### src/rtl/prog_loader_pkg.sv
// Shared types and constants for the program loader: FSM encoding and nibble/word geometry.
// Optional build feature in prog_loader: PROG_LOADER_CHKSUM_EN (adds the VERIFY pass).
package prog_loader_pkg;
    localparam int NIB_W  = 4;
    localparam int DEF_DW = 16;
    localparam int DEF_AW = 10;

    typedef enum logic [2:0] {
        IDLE    = 3'd0,
        COLLECT = 3'd1,
        WRITE   = 3'd2,
        VERIFY  = 3'd3,
        DONE    = 3'd4
    } state_t;
endpackage

### src/rtl/prog_loader_nib_assembler.sv
// Packs a nibble stream, MSB nibble first, into one word; word_ready flags the final nibble.
module nib_assembler
    import prog_loader_pkg::*;
#(
    parameter int DW           = DEF_DW,
    parameter int NIB_PER_WORD = DEF_DW / NIB_W
) (
    input  logic             clk,
    input  logic             rst,
    input  logic             clr,
    input  logic             shift_en,
    input  logic [NIB_W-1:0] nib_data,
    output logic [DW-1:0]    word,
    output logic             word_ready
);
    localparam int CW = (NIB_PER_WORD > 1) ? $clog2(NIB_PER_WORD) : 1;

    logic [CW-1:0] cnt;
    logic [DW-1:0] sr;

    assign word_ready = shift_en && (cnt == CW'(NIB_PER_WORD - 1));
    assign word       = sr;

    // clr only rewinds the nibble count; the last assembled word stays visible on word
    always_ff @(posedge clk) begin
        if (rst) begin
            cnt <= '0;
            sr  <= '0;
        end else if (clr) begin
            cnt <= '0;
        end else if (shift_en) begin
            sr  <= {sr[DW-NIB_W-1:0], nib_data};
            cnt <= word_ready ? '0 : cnt + 1'b1;
        end
    end
endmodule

### src/rtl/prog_loader.sv
// Program BRAM loader: nibble stream -> words written at auto-incrementing addresses, core held meanwhile.
// Define PROG_LOADER_CHKSUM_EN to add a read-back checksum VERIFY pass before DONE.
module prog_loader
    import prog_loader_pkg::*;
#(
    parameter int DW           = DEF_DW,
    parameter int AW           = DEF_AW,
    parameter int NIB_PER_WORD = DEF_DW / NIB_W
) (
    input  logic             clk,
    input  logic             rst,
    input  logic             load_start,
    input  logic             load_end,
    input  logic             nib_valid,
    input  logic [NIB_W-1:0] nib_data,
    output logic             bram_wr,
    output logic [AW-1:0]    bram_addr,
    output logic [DW-1:0]    bram_din,
    input  logic [DW-1:0]    bram_dout,
    output logic             cpu_hold,
    output logic             busy,
    output logic             done,
    output logic [AW:0]      word_count,
    output logic             overflow,
    output logic             chk_err
);
    state_t          state, state_nx;
    logic [AW-1:0]   addr;
    logic [AW:0]     wcnt;
    logic            ovf;
    logic            active, shift_en, word_ready, at_top, verify_done;
    logic [DW-1:0]   word;

    assign active   = (state == COLLECT) || (state == WRITE);
    assign shift_en = active && nib_valid && !load_end;
    assign at_top   = (addr == {AW{1'b1}});

    nib_assembler #(.DW(DW), .NIB_PER_WORD(NIB_PER_WORD)) u_asm (
        .clk        (clk),
        .rst        (rst),
        .clr        (!active),
        .shift_en   (shift_en),
        .nib_data   (nib_data),
        .word       (word),
        .word_ready (word_ready)
    );

`ifdef PROG_LOADER_CHKSUM_EN
    localparam state_t END_ST = VERIFY;
    logic [DW-1:0] wsum, rsum;
    logic [AW:0]   vcnt;
    logic          rd_p1, chk_q, enter_verify, vrd_issue;

    assign enter_verify = (state_nx == VERIFY) && (state != VERIFY);
    assign vrd_issue    = (state == VERIFY) && (vcnt != wcnt);
    assign verify_done  = (state == VERIFY) && (vcnt == wcnt) && !rd_p1;
    assign chk_err      = chk_q;

    // read-back: address issued in one cycle, data summed on the next
    always_ff @(posedge clk) begin
        if (rst) begin
            wsum  <= '0;
            rsum  <= '0;
            vcnt  <= '0;
            rd_p1 <= 1'b0;
            chk_q <= 1'b0;
        end else begin
            if (state == IDLE && load_start) begin
                wsum  <= '0;
                chk_q <= 1'b0;
            end
            if (state == WRITE)
                wsum <= wsum + word;
            if (enter_verify) begin
                vcnt  <= '0;
                rsum  <= '0;
                rd_p1 <= 1'b0;
            end else if (state == VERIFY) begin
                rd_p1 <= vrd_issue;
                if (vrd_issue)
                    vcnt <= vcnt + 1'b1;
                if (rd_p1)
                    rsum <= rsum + bram_dout;
                if (verify_done)
                    chk_q <= (rsum != wsum);
            end
        end
    end
`else
    localparam state_t END_ST = DONE;
    logic unused_dout;
    assign unused_dout = ^bram_dout;
    assign verify_done = 1'b1;
    assign chk_err     = 1'b0;
`endif

    always_ff @(posedge clk) begin
        if (rst)
            state <= IDLE;
        else
            state <= state_nx;
    end

    always_comb begin
        state_nx = state;
        case (state)
            IDLE:    if (load_start) state_nx = COLLECT;
            COLLECT: if (load_end) state_nx = END_ST;
                     else if (word_ready) state_nx = WRITE;
            WRITE:   state_nx = (load_end || at_top) ? END_ST : COLLECT;
            VERIFY:  if (verify_done) state_nx = DONE;
            DONE:    state_nx = IDLE;
            default: state_nx = IDLE;
        endcase
    end

    always_comb begin
        bram_wr  = (state == WRITE);
        cpu_hold = (state != IDLE);
        busy     = (state != IDLE);
        done     = (state == DONE);
    end

    // the address never wraps: a write at the top address ends the session instead
    always_ff @(posedge clk) begin
        if (rst) begin
            addr <= '0;
            wcnt <= '0;
            ovf  <= 1'b0;
        end else begin
            if (state == IDLE && load_start) begin
                addr <= '0;
                wcnt <= '0;
                ovf  <= 1'b0;
            end
            if (state == WRITE) begin
                wcnt <= wcnt + 1'b1;
                if (at_top)
                    ovf <= 1'b1;
                else
                    addr <= addr + 1'b1;
            end
`ifdef PROG_LOADER_CHKSUM_EN
            if (vrd_issue)
                addr <= addr + 1'b1;
            if (enter_verify)
                addr <= '0;
`endif
        end
    end

    assign bram_addr  = addr;
    assign bram_din   = word;
    assign word_count = wcnt;
    assign overflow   = ovf;
endmodule

### config.mk
export PLATFORM = sky130hd
export DESIGN_NAME = prog_loader
export DESIGN_NICKNAME = d
export VERILOG_FILES = /design/src/rtl/prog_loader_pkg.sv /design/src/rtl/prog_loader_nib_assembler.sv /design/src/rtl/prog_loader.sv
export SDC_FILE = /design/constraint.sdc
export NUM_CORES = 1
export LEC_CHECK = 0
export CAP_MARGIN = 15
export CELL_PAD_IN_SITES_DETAIL_PLACEMENT = 1
export CELL_PAD_IN_SITES_GLOBAL_PLACEMENT = 1
export CORE_MARGIN = 2
export CORE_UTILIZATION = 40
export DETAILED_ROUTE_END_ITERATION = 8
export DONT_BUFFER_PORTS = 1
export PLACE_DENSITY = 0.74
export SYNTH_ARGS = -nofsm -noshare
export SYNTH_HDL_FRONTEND = slang
export SYNTH_SLANG_ARGS = --single-unit
### constraint.sdc
create_clock -name clk -period 2.65 [get_ports clk]
set_input_delay 0.6625 -clock clk [delete_from_list [all_inputs] [get_ports clk]]
set_output_delay 0.6625 -clock clk [all_outputs]
set_load 0.02 [all_outputs]
==> flow_summary.ini, run 1 <==
[pwr]
clockPowerShare_pct = 37.1
seqPwrFrac_pct = 58.3
internal_power_uw = 850
sw_frac_of_total_pct = 24.8
p_sw_uw = 280
fin_total_pwr_mw = 1.13
ir_worst_vdd_v = 0.000261
comb_power_share_pct = 4.5
power_density_nw_per_um2 = 533
leakagePower_nw = 0.682

[synth]
netlist_area_um2 = 2010
synth_edf_count = 0
yosysMostFrequentCell = nand2_1
yosys_warnings = 0
syn_avg_cell_area_um2 = 8.41
ys_seq_area_share_pct = 42.8
ys_ff_latch = 43
synth_area_leaders = dfxtp_1 43%, nand2_1 8.4%, a21oi_1 7.0%, nor2_1 3.2%, a221o_2 2.2%
syn-instance-count = 239
synthFlopType = dfxtp_1
synthArstFlopShare_pct = 0
synth_top_cell_by_area = dfxtp_1
syn_nets = 267
yosysTopAreaCellShare_pct = 42.8
ys_top_cells_by_count = 45 x nand2_1, 43 x dfxtp_1, 28 x a21oi_1, 17 x nor2_1, 10 x clkbuf_1
yosysUniqueCellTypes = 50

[routing]
viasPerCell = 5.90
drc = 0
detail_route.wl_per_cell_um = 16.6
num_vias = 1776
wl_um = 4990
drtAntennaViolNets = 0
dr.first_iter.drc_count = 102
drt-pass1-iter-count = 4

[worst_setup_path]
crit_required_ns = 1.99
worst_setup_path_end_kind = output pin
path_max_fanout = 21
path_class = reg -> out
arrival_ns = 1.62
cp-start-kind = flop

[clock_network]
cts_max_path_buffers = 2
clk_pin_slew_ns = 0.09
clk_latency_ns = 0.29
ctsHoldBuffers = 0
htreeDepth = 2
cts_setup_buffers = 0
cts_root_buffer = clkbuf_8
clock_sinks = 43
cts_inserted_buffers = 5
post_cts_resized = 0
tritoncts = done

[floorplanning]
initial_core_util_pct = 42.0
io_pins = 68
fp.coreArea_um2 = 4790
die_w_um = 74.9
die_area_um2 = 5610
die_h_um = 74.9
row_count = 25

[timing]
rsz0062_at_grt = no
setup_viol = 0
fmax_mhz = 437
worst_slew_pin_slew_ns = 0.715
max_slew_margin_pct = 51.7
finalCritPeriodShare_pct = 86.3
finalCriticalPeriod_ns = 2.29
drv_slew = 0
setup-tns-final_ns = 0
finalClockSkew_ns = 0.0102
hold_ws_ns = 0.435
finalHoldViolations = 0

[cells_and_area]
nFillCells = 579
nNetsFinal = 261
syn2layout_area_growth_pct = 5.48
drive_gt1_share_pct = 12.4
n_antenna_cell = 0

[global_route]
grt-ovfl-total = 0
grt_max_degree = 42
grt_pass1_vias = 1656
antenna_found_initial = 0
grt_usage_pct = 17.8
grt_pass1_wl_um = 7770

[place]
place_congestion = 0.769
dpl.hpwl_um = 3450
portBuffers = 0

[outcome]
status = finished clean

[flow_run]
maxCapViolations = 0

[hold_path]
worstHoldPathType = in -> reg
-- metal layers --
metal | track usage [%] | up-vias | share of wire (%)
li1 | - | 858 | -
met1 | 21.0 | 871 | 44
met2 | 30.9 | 42 | 48
met3 | 4.95 | 5 | 6.6
met4 | 5.95 | 0 | 1.1
met5 | 0 | - | 0
-- worst max-delay path, stage by stage, from the launching register on --
cell and delay, ns:
dfxtp_1 0.52, or3b_4 0.55, inv_2 0.26
-- worst paths after layout --
check / start / endpoint / slack [ns] / cells past startpoint
max: state[1] / bram_wr / 0.36 / 2
min: rst / word_count[6] / 0.43 / 1
max reg2reg: state[1] / bram_addr[9] / 0.52 / 4
min reg2reg: u_asm.cnt[1] / u_asm.cnt[1] / 0.54 / 1
-- through the flow --
stage / instances / setup WS, ns / cell area, um2 / utilization, %
floorplan: 239 / 0.713 / 2010 / -
global placement: 293 / 0.559 / 2030 / 42.4
detailed placement: 293 / 0.528 / 2030 / 42.4
CTS: 301 / 0.341 / 2120 / 44.3
global route: 301 / 0.247 / 2120 / 44.3
finish: 301 / 0.363 / 2120 / 44.3
-- cell type report --
type | instances | area (um2) | area share, %
multi-input cells | 177 | 1050 | 49.6
flip-flops and latches | 43 | 861 | 40.6
well taps | 67 | 83.8 | 3.96
clock buffers | 5 | 68.8 | 3.25
repair buffers | 3 | 22.5 | 1.06
clock inverters | 3 | 20.0 | 0.945
inverters | 3 | 11.3 | 0.531
-- power by group through the flow --
stage | registers, mW | clock network (mW) | logic [mW]
finish | 0.659 | 0.420 | 0.0513
global route | 0.660 | 0.457 | 0.0555
floorplan | 0.669 | 0 | 0.0574
global placement | 0.674 | 0 | 0.0512
detailed placement | 0.674 | 0 | 0.0519
CTS | 0.659 | 0.437 | 0.0520
-- flip-flops by register name (all words and copies together) (netlist names) --
signal      cells
bram_addr      10
word_count     11
overflow        1
u_asm.word     16
u_asm.cnt       2
state           3
-- cell usage in the layout, fill, tap and decap left out, types with 2 or more instances in the layout --
master and instances:
o31ai_1 3, nor3b_1 3, clkinvlp_4 2, a22oi_1 2
dfxtp_1 43, nor3_1 5, nand2_1 45, nor2_1 17
mux2_2 3, clkbuf_8 5, or3_1 2, nor4_1 2
inv_1 2, ha_1 3, o311ai_0 3, and3_2 4
o21ai_0 6, or4_1 4, nand3_1 7, buf_4 3
nand4_1 4, o211ai_1 2, a221o_2 4, a31oi_1 4
nand3b_1 2, a21oi_1 28, and4_1 3
-- logic make-up after synthesis --
logic type / synth area share, %
adder cells (fa/ha/maj): 1.87
multiplexers: 1.68
flip-flops: 42.8
AO/OA/AOI/OAI: 20.2
AND/OR/NAND/NOR: 28.0
XOR/XNOR: 0.436
buffers and inverters: 4.79
other: 0.187
Note: power is estimated with default switching activity, not from simulation.
==> run 2: changes to the inputs <==
--- a/config.mk
+++ b/config.mk
@@ -9,10 +9,11 @@
 export CELL_PAD_IN_SITES_DETAIL_PLACEMENT = 1
 export CELL_PAD_IN_SITES_GLOBAL_PLACEMENT = 1
 export CORE_MARGIN = 2
-export CORE_UTILIZATION = 40
+export CORE_UTILIZATION = 29
 export DETAILED_ROUTE_END_ITERATION = 8
 export DONT_BUFFER_PORTS = 1
-export PLACE_DENSITY = 0.74
+export PLACE_DENSITY = 0.57
 export SYNTH_ARGS = -nofsm -noshare
 export SYNTH_HDL_FRONTEND = slang
 export SYNTH_SLANG_ARGS = --single-unit
+export TNS_END_PERCENT = 10
==> flow_summary.ini, run 2 (synthesis gave the netlist of run 1 again) <==
[pwr]
sw_frac_of_total_pct = 26.5
p_sw_uw = 308
leakagePower_nw = 0.694
clockPowerShare_pct = 38.9
internal_power_uw = 855
ir_worst_vdd_v = 0.000199
comb_power_share_pct = 4.5
seqPwrFrac_pct = 56.6
power_density_nw_per_um2 = 540

[floorplanning]
io_pins = 68
fp.coreArea_um2 = 6760
die_h_um = 87.2
die_w_um = 87.2
initial_core_util_pct = 29.7
die_area_um2 = 7610
row_count = 30

[timing]
setup_viol = 0
fmax_mhz = 424
max_slew_margin_pct = 54.9
finalCritPeriodShare_pct = 88.9
finalHoldViolations = 0
finalCriticalPeriod_ns = 2.36
rsz0062_at_grt = no
setup-tns-final_ns = 0
finalClockSkew_ns = 0.00280
worst_slew_pin_slew_ns = 0.667
drv_slew = 0

[outcome]
status = finished clean

[cells_and_area]
final_cell_mix = 45 x nand2_1, 43 x dfxtp_1, 28 x a21oi_1
n_antenna_cell = 0
drive_gt1_share_pct = 13.1
nNetsFinal = 263
syn2layout_area_growth_pct = 7.22
final_common_cell = nand2_1
largest_reg_flops = 16
utilization_pct = 31.9

[worst_setup_path]
path_max_fanout = 21
worst_setup_path_end_kind = output pin
crit_required_ns = 1.99
arrival_ns = 1.69
cp-start-kind = flop
path_class = reg -> out

[clock_network]
htreeDepth = 2
ctsHoldBuffers = 0
cts_root_buffer = clkbuf_8
clk_pin_slew_ns = 0.09
clock_sinks = 43
cts_setup_buffers = 0
post_cts_resized = 0
tritoncts = done
cts_max_path_buffers = 2
clk_latency_ns = 0.30
cts_inserted_buffers = 5

[place]
portBuffers = 0
dpl.hpwl_um = 3680
place_congestion = 0.686

[routing]
num_vias = 1830
wl_um = 5450
drtAntennaViolNets = 0
drt-pass1-iter-count = 3
dr.first_iter.drc_count = 55
drc = 0
viasPerCell = 5.79
detail_route.wl_per_cell_um = 17.3

[global_route]
grt_util_met1_pct = 18.1
grt_use_met3_pct = 4.36
grt-ovfl-total = 0
grt_max_degree = 42
grt_usage_pct = 14.4
antenna_found_initial = 0
grtUsageMet2_pct = 23.9
grt_pass1_vias = 1786
grt_pass1_wl_um = 8780
top_usage_layer = met2

[flow_run]
maxCapViolations = 0

[hold_path]
worstHoldPathType = in -> reg
==> run 2: worst paths after layout <==
check	start	end	slack [ns]	cells after the start
max	state[1]	bram_wr	0.29	2
min	rst	u_asm.word[0]	0.43	1
min reg2reg	u_asm.cnt[1]	u_asm.cnt[1]	0.54	1
max reg2reg	state[1]	bram_addr[5]	0.48	5
==> run 2: metal layers <==
metal	up-vias	wire length (um)
met1	923	2450
met2	38	2640
met5	-	0
li1	865	-
met3	4	314
met4	0	46
==> run 2: area by class of cell <==
class                      count  area [um2]
sequential                    43         861
inverter                       3        11.3
clock buffer                   5        68.8
timing repair buffer           5        37.5
clock inverter                 3        23.8
multi-input combinational    177        1050
tap                           80         100
fill                         811        4600
==> run 2: worst max-delay path, cell delays in order, from the launching register on <==
cell and delay (ns):
dfxtp_1 0.54, or3b_4 0.55, inv_2 0.29
==> run 2: power by group through the flow <==
stage | Clock [mW] | Sequential [mW] | Combinational, mW
floorplan | 0 | 0.669 | 0.0574
global placement | 0 | 0.674 | 0.0526
detailed placement | 0 | 0.674 | 0.0527
CTS | 0.471 | 0.659 | 0.0528
global route | 0.497 | 0.660 | 0.0580
finish | 0.453 | 0.659 | 0.0518
==> run 2: per-stage QoR <==
| stage | setup WS [ns] | hold WS [ns] | instance area, um2 | power, mW | instances |
|---|---|---|---|---|---|
| after floorplan | 0.713 | 0.501 | 2010 | 0.726 | 239 |
| after global placement | 0.536 | 0.517 | 2060 | 0.726 | 308 |
| after detailed placement | 0.507 | 0.520 | 2060 | 0.727 | 308 |
| after CTS | 0.293 | 0.409 | 2150 | 1.18 | 316 |
| after global routing | 0.208 | 0.407 | 2150 | 1.22 | 316 |
| final | 0.294 | 0.429 | 2150 | 1.16 | 316 |
